===== config.mk =====
export PLATFORM = sky130hd
export DESIGN_NAME = mem_line_xfer_ctrl
export DESIGN_NICKNAME = d
export VERILOG_FILES = /design/src/rtl/mem_line_xfer_ctrl.sv
export SDC_FILE = /design/constraint.sdc
export NUM_CORES = 1
export LEC_CHECK = 0
export BUFFER_PORTS_ARGS = -buffer_cell sky130_fd_sc_hd__buf_4
export CAP_MARGIN = 20
export CORE_MARGIN = 8
export CORE_UTILIZATION = 40
export DETAILED_ROUTE_END_ITERATION = 12
export GPL_TIMING_DRIVEN = 1
export SYNTH_ARGS = -nofsm -noshare
export SYNTH_HDL_FRONTEND = slang
export SYNTH_SLANG_ARGS = --single-unit
export TNS_END_PERCENT = 1

===== constraint.sdc =====
create_clock -name clock -period 8.8 [get_ports clock]
set_input_delay 2.64 -clock clock [delete_from_list [all_inputs] [get_ports clock]]
set_output_delay 2.64 -clock clock [all_outputs]
set_load 0.05 [all_outputs]

===== src/rtl/mem_line_xfer_ctrl.sv =====
// Line-granular sequencer in front of a single-port synchronous-read RAM.
// Splits fill/writeback requests into word beats and hides the one-cycle read latency.
module mem_line_xfer_ctrl #(
    parameter int AWIDTH   = 3,
    parameter int DWIDTH   = 32,
    parameter int WPL_LOG2 = 1
) (
    input  logic                            clock,
    input  logic                            reset,
    input  logic                            req_valid,
    output logic                            req_ready,
    input  logic                            req_write,
    input  logic [AWIDTH-WPL_LOG2-1:0]      req_line_addr,
    input  logic [DWIDTH*(1<<WPL_LOG2)-1:0] req_wdata,
    output logic                            rsp_valid,
    output logic                            rsp_write,
    output logic [DWIDTH*(1<<WPL_LOG2)-1:0] rsp_rdata,
    output logic [AWIDTH-1:0]               mem_addr,
    output logic [DWIDTH-1:0]               mem_din,
    output logic                            mem_we,
    input  logic [DWIDTH-1:0]               mem_dout
);

    localparam int WPL = 1 << WPL_LOG2;
    localparam int LW  = DWIDTH * WPL;
    localparam int BW  = (WPL_LOG2 > 0) ? WPL_LOG2 : 1;
    localparam logic [BW-1:0] LAST_BEAT = BW'(WPL - 1);

    typedef enum logic [2:0] {
        S_IDLE,
        S_WR,
        S_RD,
        S_RD_DRAIN,
        S_RESP
    } state_t;

    state_t              state_q;
    logic [BW-1:0]       beat_q;
    logic                wr_q;
    logic [LW-1:0]       wdata_q;
    logic [LW-1:0]       buf_q;
    logic [LW-1:0]       rsp_rdata_q;
    logic                rsp_valid_q;
    logic                rsp_write_q;
    logic [AWIDTH-1:0]   mem_addr_q;
    logic [DWIDTH-1:0]   mem_din_q;
    logic                mem_we_q;

    assign req_ready = (state_q == S_IDLE);
    assign rsp_valid = rsp_valid_q;
    assign rsp_write = rsp_write_q;
    assign rsp_rdata = rsp_rdata_q;
    assign mem_addr  = mem_addr_q;
    assign mem_din   = mem_din_q;
    assign mem_we    = mem_we_q;

    always_ff @(posedge clock or posedge reset) begin
        if (reset) begin
            state_q     <= S_IDLE;
            beat_q      <= '0;
            wr_q        <= 1'b0;
            wdata_q     <= '0;
            buf_q       <= '0;
            rsp_rdata_q <= '0;
            rsp_valid_q <= 1'b0;
            rsp_write_q <= 1'b0;
            mem_addr_q  <= '0;
            mem_din_q   <= '0;
            mem_we_q    <= 1'b0;
        end else begin
            case (state_q)
                S_IDLE: begin
                    mem_we_q <= 1'b0;
                    if (req_valid) begin
                        beat_q     <= '0;
                        wr_q       <= req_write;
                        mem_addr_q <= AWIDTH'(req_line_addr) << WPL_LOG2;
                        if (req_write) begin
                            // Word 0 goes out now; the rest is shifted down one word per beat.
                            mem_din_q <= req_wdata[DWIDTH-1:0];
                            wdata_q   <= req_wdata >> DWIDTH;
                            mem_we_q  <= 1'b1;
                            state_q   <= S_WR;
                        end else begin
                            state_q   <= S_RD;
                        end
                    end
                end
                S_WR: begin
                    if (beat_q == LAST_BEAT) begin
                        mem_we_q    <= 1'b0;
                        rsp_valid_q <= 1'b1;
                        rsp_write_q <= wr_q;
                        state_q     <= S_RESP;
                    end else begin
                        beat_q     <= beat_q + BW'(1);
                        mem_addr_q <= mem_addr_q + AWIDTH'(1);
                        mem_din_q  <= wdata_q[DWIDTH-1:0];
                        wdata_q    <= wdata_q >> DWIDTH;
                    end
                end
                S_RD: begin
                    // mem_dout lags the address by one beat; word k-1 lands here during beat k.
                    if (beat_q != '0) begin
                        buf_q <= LW'({mem_dout, buf_q} >> DWIDTH);
                    end
                    if (beat_q == LAST_BEAT) begin
                        state_q <= S_RD_DRAIN;
                    end else begin
                        beat_q     <= beat_q + BW'(1);
                        mem_addr_q <= mem_addr_q + AWIDTH'(1);
                    end
                end
                S_RD_DRAIN: begin
                    rsp_rdata_q <= LW'({mem_dout, buf_q} >> DWIDTH);
                    rsp_valid_q <= 1'b1;
                    rsp_write_q <= wr_q;
                    state_q     <= S_RESP;
                end
                S_RESP: begin
                    rsp_valid_q <= 1'b0;
                    state_q     <= S_IDLE;
                end
                default: begin
                    state_q <= S_IDLE;
                end
            endcase
        end
    end

endmodule


Word level (Yosys, flattened, before mapping)
Cells that the tools add are included.
{ "totals": {"word_cells": 65, "in_bits": 102, "reg_bits": 235, "out_inout_bits": 103} }
{ "classes": {"n_eq_ne": 10, "mux": 27, "n_reduce_logical": 15, "n_addsub": 2} }
{ "op_table": {"columns": ["cell", "n"], "rows": [
  ["$mux W64", 3],
  ["$pmux W64 S2", 1],
  ["$mux W32", 3],
  ["$pmux W32 S2", 1],
  ["$mux W3", 5],
  ["$pmux W3 S4", 1],
  ["$reduce_and A2 Y1", 6],
  ["$ne A2 B2 Y1 const B", 5],
  ["$mux W1", 7],
  ["$eq A3 B2 Y1 const B", 2],
  ["$pmux W1 S2", 3],
  ["$pmux W3 S2", 1],
  ["$reduce_and A3 Y1", 2],
  ["$reduce_bool A2 Y1", 3],
  ["$reduce_and A4 Y1", 1],
  ["$add A3 B1 Y3 const B", 1],
  ["$eq A3 B1 Y1 const B", 1],
  ["$eq A3 B3 Y1 const B", 1],
  ["$logic_not A3 Y1", 1],
  ["$pmux W1 S3", 1],
  ["$reduce_bool A3 Y1", 1],
  ["$mux W2", 1],
  ["$ne A2 B1 Y1 const B", 1],
  ["$reduce_or A2 Y1", 1],
  ["$add A1 B1 Y1 const B", 1]
]} }

Depth between registers and ports, before layout
Gate-level depths: netlist of run 1.
{ "logic_depth": {"depth_word": 4, "ltp_mapped": 7, "ltp_nobuf": 4} }

Worst setup path after synthesis of run 1
No wires, ideal clock.
{ "synth_path": {"path_kind": "register to output", "from": "reg state_q[1]", "to": "out req_ready", "arrival_ns": 1.274, "path_buffers": 1, "stages_incl_launch_ff": 3, "path_slack_ns": 4.886, "path_cell_list": "dfrtp_1 buf_4 nor3_2"} }
{ "synth_between": {"elab_chain_cells": 1} }
{ "synth_rtl": {"columns": ["element", "line", "text"], "rows": [
  ["from (decl)", "37", "state_t state_q;"],
  ["from (signal assigned)", "59", "state_q <= S_IDLE;"],
  ["from (signal assigned)", "83", "state_q <= S_WR;"],
  ["from (signal assigned)", "85", "state_q <= S_RD;"],
  ["$logic_not A3 Y1", "49", "assign req_ready = (state_q == S_IDLE);"],
  ["to (decl)", "11", "output logic req_ready,"]
]} }
Every way passes these cells.

Final worst setup path of run 1
Ends and elaborated chain as after synthesis.

==> flow_summary_export.csv, run 1 <==
group,metric,value,unit
outcome,outcome,"finished clean",
clock_tree,postCtsHoldBufs,0,
min_path,hold_depth,1,
timing,worst_pin_slew,0.945,ns
timing,max_freq,0.238,GHz
grt,grt_pass1_vias,4857,
clock_tree,clkSinkCount,171,
place,portBuffers,204,
clock_tree,clk_pin_slew_worst_paths,0.06,ns
timing,finalSetupViolations,0,
clock_tree,cts_tree,"done",
timing,max_slew_margin,37.0,%
synthesis,synth_compound_area_share,8.12,%
setup_path,cp-start-kind,"flip-flop",
synthesis,synth_top_family_by_area,"multiplexers",
route,drc,0,
synthesis,syn_area_per_cell,14.2,um2
route,wl_per_cell,17.4,um
final_layout,final_common_cell,"buf_4",
route,wl,15800,um
final_layout,multi_input_area,2270,um2
setup_path,critPathArrivalTime,1.57,ns
min_path,hold_class,"reg2reg",
clock_tree,clockRootBuffer,"clkbuf_16",
timing,final.setup.tns,0,ns
grt,track_usage,15.2,%
floorplan,initial_core_util,40.8,%
synthesis,yosysTopAreaCellShare,63.5,%
final_layout,fill_cells,1401,
synthesis,netlist-cell-type-count,33,
power,p_per_area,455,nW/um2
clock_tree,cts_max_path_buffers,2,
synthesis,syn_nets,576,
place,pre_cts_ws,4.14,ns
synthesis,syn_area,6730,um2
route,vias_per_cell,4.88,
final_layout,seq_area,4280,um2
power,power,4.10,mW
run,maxCapViolCount,0,
final_layout,nets,775,
final_layout,final_cell_mix,"210 x buf_4, 171 x dfrtp_1, 62 x mux2_1",
clock_tree,cts_setup_buffers,0,
route,drt_first_pass_iters,4,
setup_path,reg2regPathDepth,4,
synthesis,synthCells,473,
timing,setup_slack,4.59,ns
clock_tree,cts_max_level,4,
power,ir_drop,0.209,mV
final_layout,antenna_cells,0,
place,place_hpwl,11200,um
floorplan,die_area,21200,um2
grt,grt_overflow,0,
grt,antenna_found_initial,0,
floorplan,core_area,16500,um2
synthesis,synthSimpleGateAreaFrac,3.75,%
place,gp_congestion,0.770,
synthesis,ys.warnings.count,0,
timing,final.setup_skew,0.00750,ns
synthesis,ys_ff_latch,171,
setup_path,crit_type,"reg2out",
timing,final_max_slew_viol_count,0,
route,vias,4419,
route,antenna_left,0,
setup_path,crit_path_max_fanout,11,
clock_tree,cts-buffers-inserted,17,
floorplan,fp.dieW,146,um
timing,grt_setup_unrepaired,"false",
synthesis,synth_adder_area_share,0.186,%
final_layout,drive_gt1_share,40.9,%
power,p_leak,4.30,nW
final_layout,syn_to_final_growth,34.1,%
synthesis,synth_seq_area_share,63.5,%
route,drtIter0Drc,244,
timing,hold_violations,0,
clock_tree,ctsResizeCount,0,
floorplan,fp-row-count,47,
timing,fin_crit,4.21,ns
synthesis,synth.area.top_cells,"dfrtp_1 64%, mux2_1 10%, mux2_2 5.9%",
floorplan,die_h,146,um
synthesis,synthMuxAreaShare,21.3,%
setup_path,required,6.16,ns
timing,whs,0.476,ns
grt,grt_pass1_wl,25900,um
grt,grt_max_degree,98,
floorplan,pin_count,205,
timing,fin_crit_sh,47.8,%
synthesis,yosys.area.top_type,"dfrtp_1",
synthesis,synth_xor_area_share,0.130,%
setup_path,cp-end-kind,"primary output",
clock_tree,clock_latency,0.42,ns
per-layer routing:
metal | up-vias | global-route usage, % | wire length, um
met4 | 0 | 4.37 | 174
met1 | 2169 | 19.5 | 7270
met2 | 156 | 22.4 | 7000
met5 | - | 0 | 0
met3 | 16 | 6.90 | 1320
li1 | 2078 | - | -
kinds of logic (layout without fill, tap and decap cells):
logic type | count (synthesis) | in the layout
buffers and inverters | 35 | 247
adders and majority gates | 1 | 1
xor gates and xnor gates | 1 | 1
AOI/OAI and AO/OA | 79 | 79
muxes | 131 | 131
DFF | 171 | 171
and+or+nand+nor | 55 | 55
worst max-delay path: stages, from the launching register on:
cell and delay [ns]:
dfrtp_1 0.53, nor3_2 0.35, buf_4 0.27
sequential cells by signal, summed over array words and instances (netlist names):
register / cells
beat_q: 1
buf_q: 32
mem_addr: 3
mem_din: 32
mem_we: 1
rsp_rdata: 64
rsp_valid: 1
rsp_write: 1
state_q: 3
wdata_q: 32
wr_q: 1
power breakdown:
group,internal [mW],switching (mW)
Sequential,1.16,0.231
Combinational,0.688,1.26
Clock,0.464,0.297
Total,2.31,1.79
synthesized netlist by cell type:
library cell and count:
o211ai_2 1, xnor2_1 1, o21ai_0 27, buf_4 8, nor3_1 2, o21ai_1 9, mux2i_1 34, a211oi_1 1
nor2b_1 3, a31o_2 1, and2b_1 1, nor2_1 6, nand2b_1 1, o311ai_1 1, buf_6 3, nand2_2 1
a21o_1 2, a2111oi_0 1, and3_1 1, nand2_1 36, a22o_1 33, mux2_2 35, nor2_4 1, ha_1 1
clkbuf_1 5, mux2_1 62, buf_2 14, and3b_1 1, o22ai_1 1, a21oi_1 2, dfrtp_1 171, inv_1 5
nor3_2 2
worst paths after layout:
path / start / end / slack [ns]
min in group asynchronous: reset / rsp_rdata[51]$_DFFE_PP0N_ / 2.39
max in group asynchronous: reset / mem_din[13]$_DFFE_PP0P_ / 4.90
max reg2reg: state_q[0]$_DFFE_PP0P_ / mem_din[19]$_DFFE_PP0P_ / 6.29
max: state_q[1]$_DFFE_PP0P_ / req_ready / 4.59
min reg2reg: buf_q[61]$_DFFE_PP0P_ / rsp_rdata[29]$_DFFE_PP0N_ / 0.48
min: buf_q[61]$_DFFE_PP0P_ / rsp_rdata[29]$_DFFE_PP0N_ / 0.48
cell type report:
type / instances / area share, %
clock buffer: 23 / 5.18
clock inverter: 9 / 1.51
inverter: 5 / 0.263
multi-input combinational: 267 / 25.1
sequential: 171 / 47.4
tap: 220 / 3.05
timing repair buffer: 210 / 17.5
per-stage QoR:
stage                     area [um2]  utilization, %  cells
final                           9030            54.6    905
after global routing            9030            54.6    905
after CTS                       9030            54.6    905
after detailed placement        8420            51.0    873
after global placement          8420            51.0    873
after floorplan                 6730               -    473
Note: power is estimated with default switching activity, not from simulation.
==> run 2, diff against run 1 <==
--- a/config.mk
+++ b/config.mk
@@ -11,6 +11,7 @@
 export CORE_UTILIZATION = 40
 export DETAILED_ROUTE_END_ITERATION = 12
 export GPL_TIMING_DRIVEN = 1
+export PLACE_DENSITY = 0.67
 export SYNTH_ARGS = -nofsm -noshare
 export SYNTH_HDL_FRONTEND = slang
 export SYNTH_SLANG_ARGS = --single-unit
==> constraint.sdc (replaced) <==
create_clock -name clock -period 3.75 [get_ports clock]
set_input_delay 1.125 -clock clock [delete_from_list [all_inputs] [get_ports clock]]
set_output_delay 1.125 -clock clock [all_outputs]
set_load 0.05 [all_outputs]
==> flow_summary_export.csv, run 2 (synthesis results as in run 1) <==
group,metric,value,unit
outcome,outcome,"finished clean",
power,power,9.72,mW
timing,grt_setup_unrepaired,"false",
place,gp_congestion,0.799,
final_layout,fin_util,55.0,%
floorplan,core_area,16500,um2
floorplan,initial_core_util,40.8,%
timing,max_slew_margin,62.0,%
clock_tree,cts_max_path_buffers,2,
setup_path,slowest_delay,0.53,ns
floorplan,die_h,146,um
setup_path,slowest_stage,"dfrtp_1",
place,place_hpwl,11500,um
clock_tree,clock_latency,0.42,ns
setup_path,critPathArrivalTime,1.55,ns
min_path,hold_depth,2,
route,wl,15800,um
final_layout,fin_area,9100,um2
setup_path,required,2.62,ns
clock_tree,cts_max_level,4,
setup_path,crit_type,"reg2out",
timing,hold_violations,0,
timing,finalSetupViolations,0,
grt,track_usage,15.4,%
route,drc,0,
route,vias_per_cell,4.90,
power,ir_drop,0.506,mV
final_layout,nets,777,
grt,grt_pass1_vias,4929,
clock_tree,ctsResizeCount,0,
final_layout,largest_reg_flops,64,
final_layout,syn_to_final_growth,35.1,%
setup_path,crit_chain,"nor3_2 > buf_4",
setup_path,startpoint,"state_q[1]$_DFFE_PP0P_",
setup_path,cp-start-kind,"flip-flop",
min_path,min_from,"mem_din[21]$_DFFE_PP0P_",
setup_path,crit_path_max_fanout,11,
final_layout,drive_gt1_share,41.6,%
final_layout,final_cell_mix,"209 x buf_4, 171 x dfrtp_1, 62 x mux2_1",
clock_tree,clk_pin_slew_worst_paths,0.07,ns
timing,setup_slack,1.08,ns
grt,grt_max_degree,97,
clock_tree,postCtsHoldBufs,0,
min_path,hold_end,"mem_din[21]$_DFFE_PP0P_",
min_path,hold_class,"reg2reg",
timing,fin_crit,2.67,ns
power,p_leak,4.33,nW
floorplan,pin_count,205,
place,portBuffers,204,
grt,antenna_found_initial,0,
setup_path,reg2regPathDepth,5,
final_layout,antenna_cells,0,
timing,final.setup_skew,0.00811,ns
timing,final_max_slew_viol_count,0,
route,drtIter0Drc,164,
clock_tree,cts_setup_buffers,0,
grt,grt_pass1_wl,26600,um
setup_path,r2r-start,"state_q[0]$_DFFE_PP0P_",
timing,final.setup.tns,0,ns
clock_tree,cts-buffers-inserted,17,
final_layout,final_common_cell,"buf_4",
floorplan,fp-row-count,47,
route,wl_per_cell,17.4,um
setup_path,r2r_end,"mem_din[13]$_DFFE_PP0P_",
floorplan,fp.dieW,146,um
run,maxCapViolCount,0,
setup_path,cp-end-kind,"primary output",
place,placed_area,8470,um2
place,pre_cts_ws,1.41,ns
clock_tree,clockRootBuffer,"clkbuf_16",
setup_path,r2r_slack,1.50,ns
timing,fin_crit_sh,71.3,%
timing,worst_pin_slew,0.561,ns
route,vias,4440,
route,antenna_left,0,
clock_tree,clkSinkCount,171,
power,p_per_area,1070,nW/um2
timing,max_freq,0.374,GHz
floorplan,die_area,21200,um2
clock_tree,cts_tree,"done",
grt,grt_overflow,0,
route,drt_first_pass_iters,4,
## run 2: cell count changes in the layout (fill, tap and decap cells not counted), sizes merged
cell    delta
clkbuf     -5
inv        +4
buf        +2
clkinv     +1
## run 2: worst max-delay path: cells and delay by family (launching register included)
family	cells	cell delay, ns
buffers and inverters	1	0.27
flip-flops	1	0.53
AND/OR/NAND/NOR	1	0.34
## run 2: area by class of cell
type / count / area (um2)
inverters: 5 / 22.5
clock buffers: 18 / 439
clock inverters: 14 / 183
fillers: 1373 / 7430
well taps: 220 / 275
repair buffers: 212 / 1630
multi-input cells: 267 / 2270
flip-flops and latches: 171 / 4280
## run 2: per-layer routing
metal / track usage (%) / vias to the layer above / routed length, um
li1: - / 2084 / -
met4: 5.15 / 0 / 146
met1: 20.1 / 2169 / 7290
met5: 0 / - / 0
met3: 5.91 / 13 / 1310
met2: 22.9 / 174 / 7060
## run 2: worst max path at each step
stage,end,slack (ns),depth (start not counted)
floorplan,beat_q$_DFFE_PP0P_,0.44,1
global route,req_ready,0.99,2
global placement,mem_din[10]$_DFFE_PP0P_,1.48,5
CTS,req_ready,1.05,2
detailed placement,mem_din[10]$_DFFE_PP0P_,1.41,5
finish,req_ready,1.08,2
## run 2: metrics by stage
step | std cells | hold WS (ns)
finish | 907 | 0.480
floorplan | 473 | 0.444
CTS | 907 | 0.485
detailed placement | 875 | 0.471
global route | 907 | 0.503
global placement | 875 | 0.460
## run 2: power by group
group          total (mW)  internal (mW)  switching, mW
Combinational        4.62           1.63           2.98
Clock                1.83           1.09          0.745
Sequential           3.28           2.73          0.548
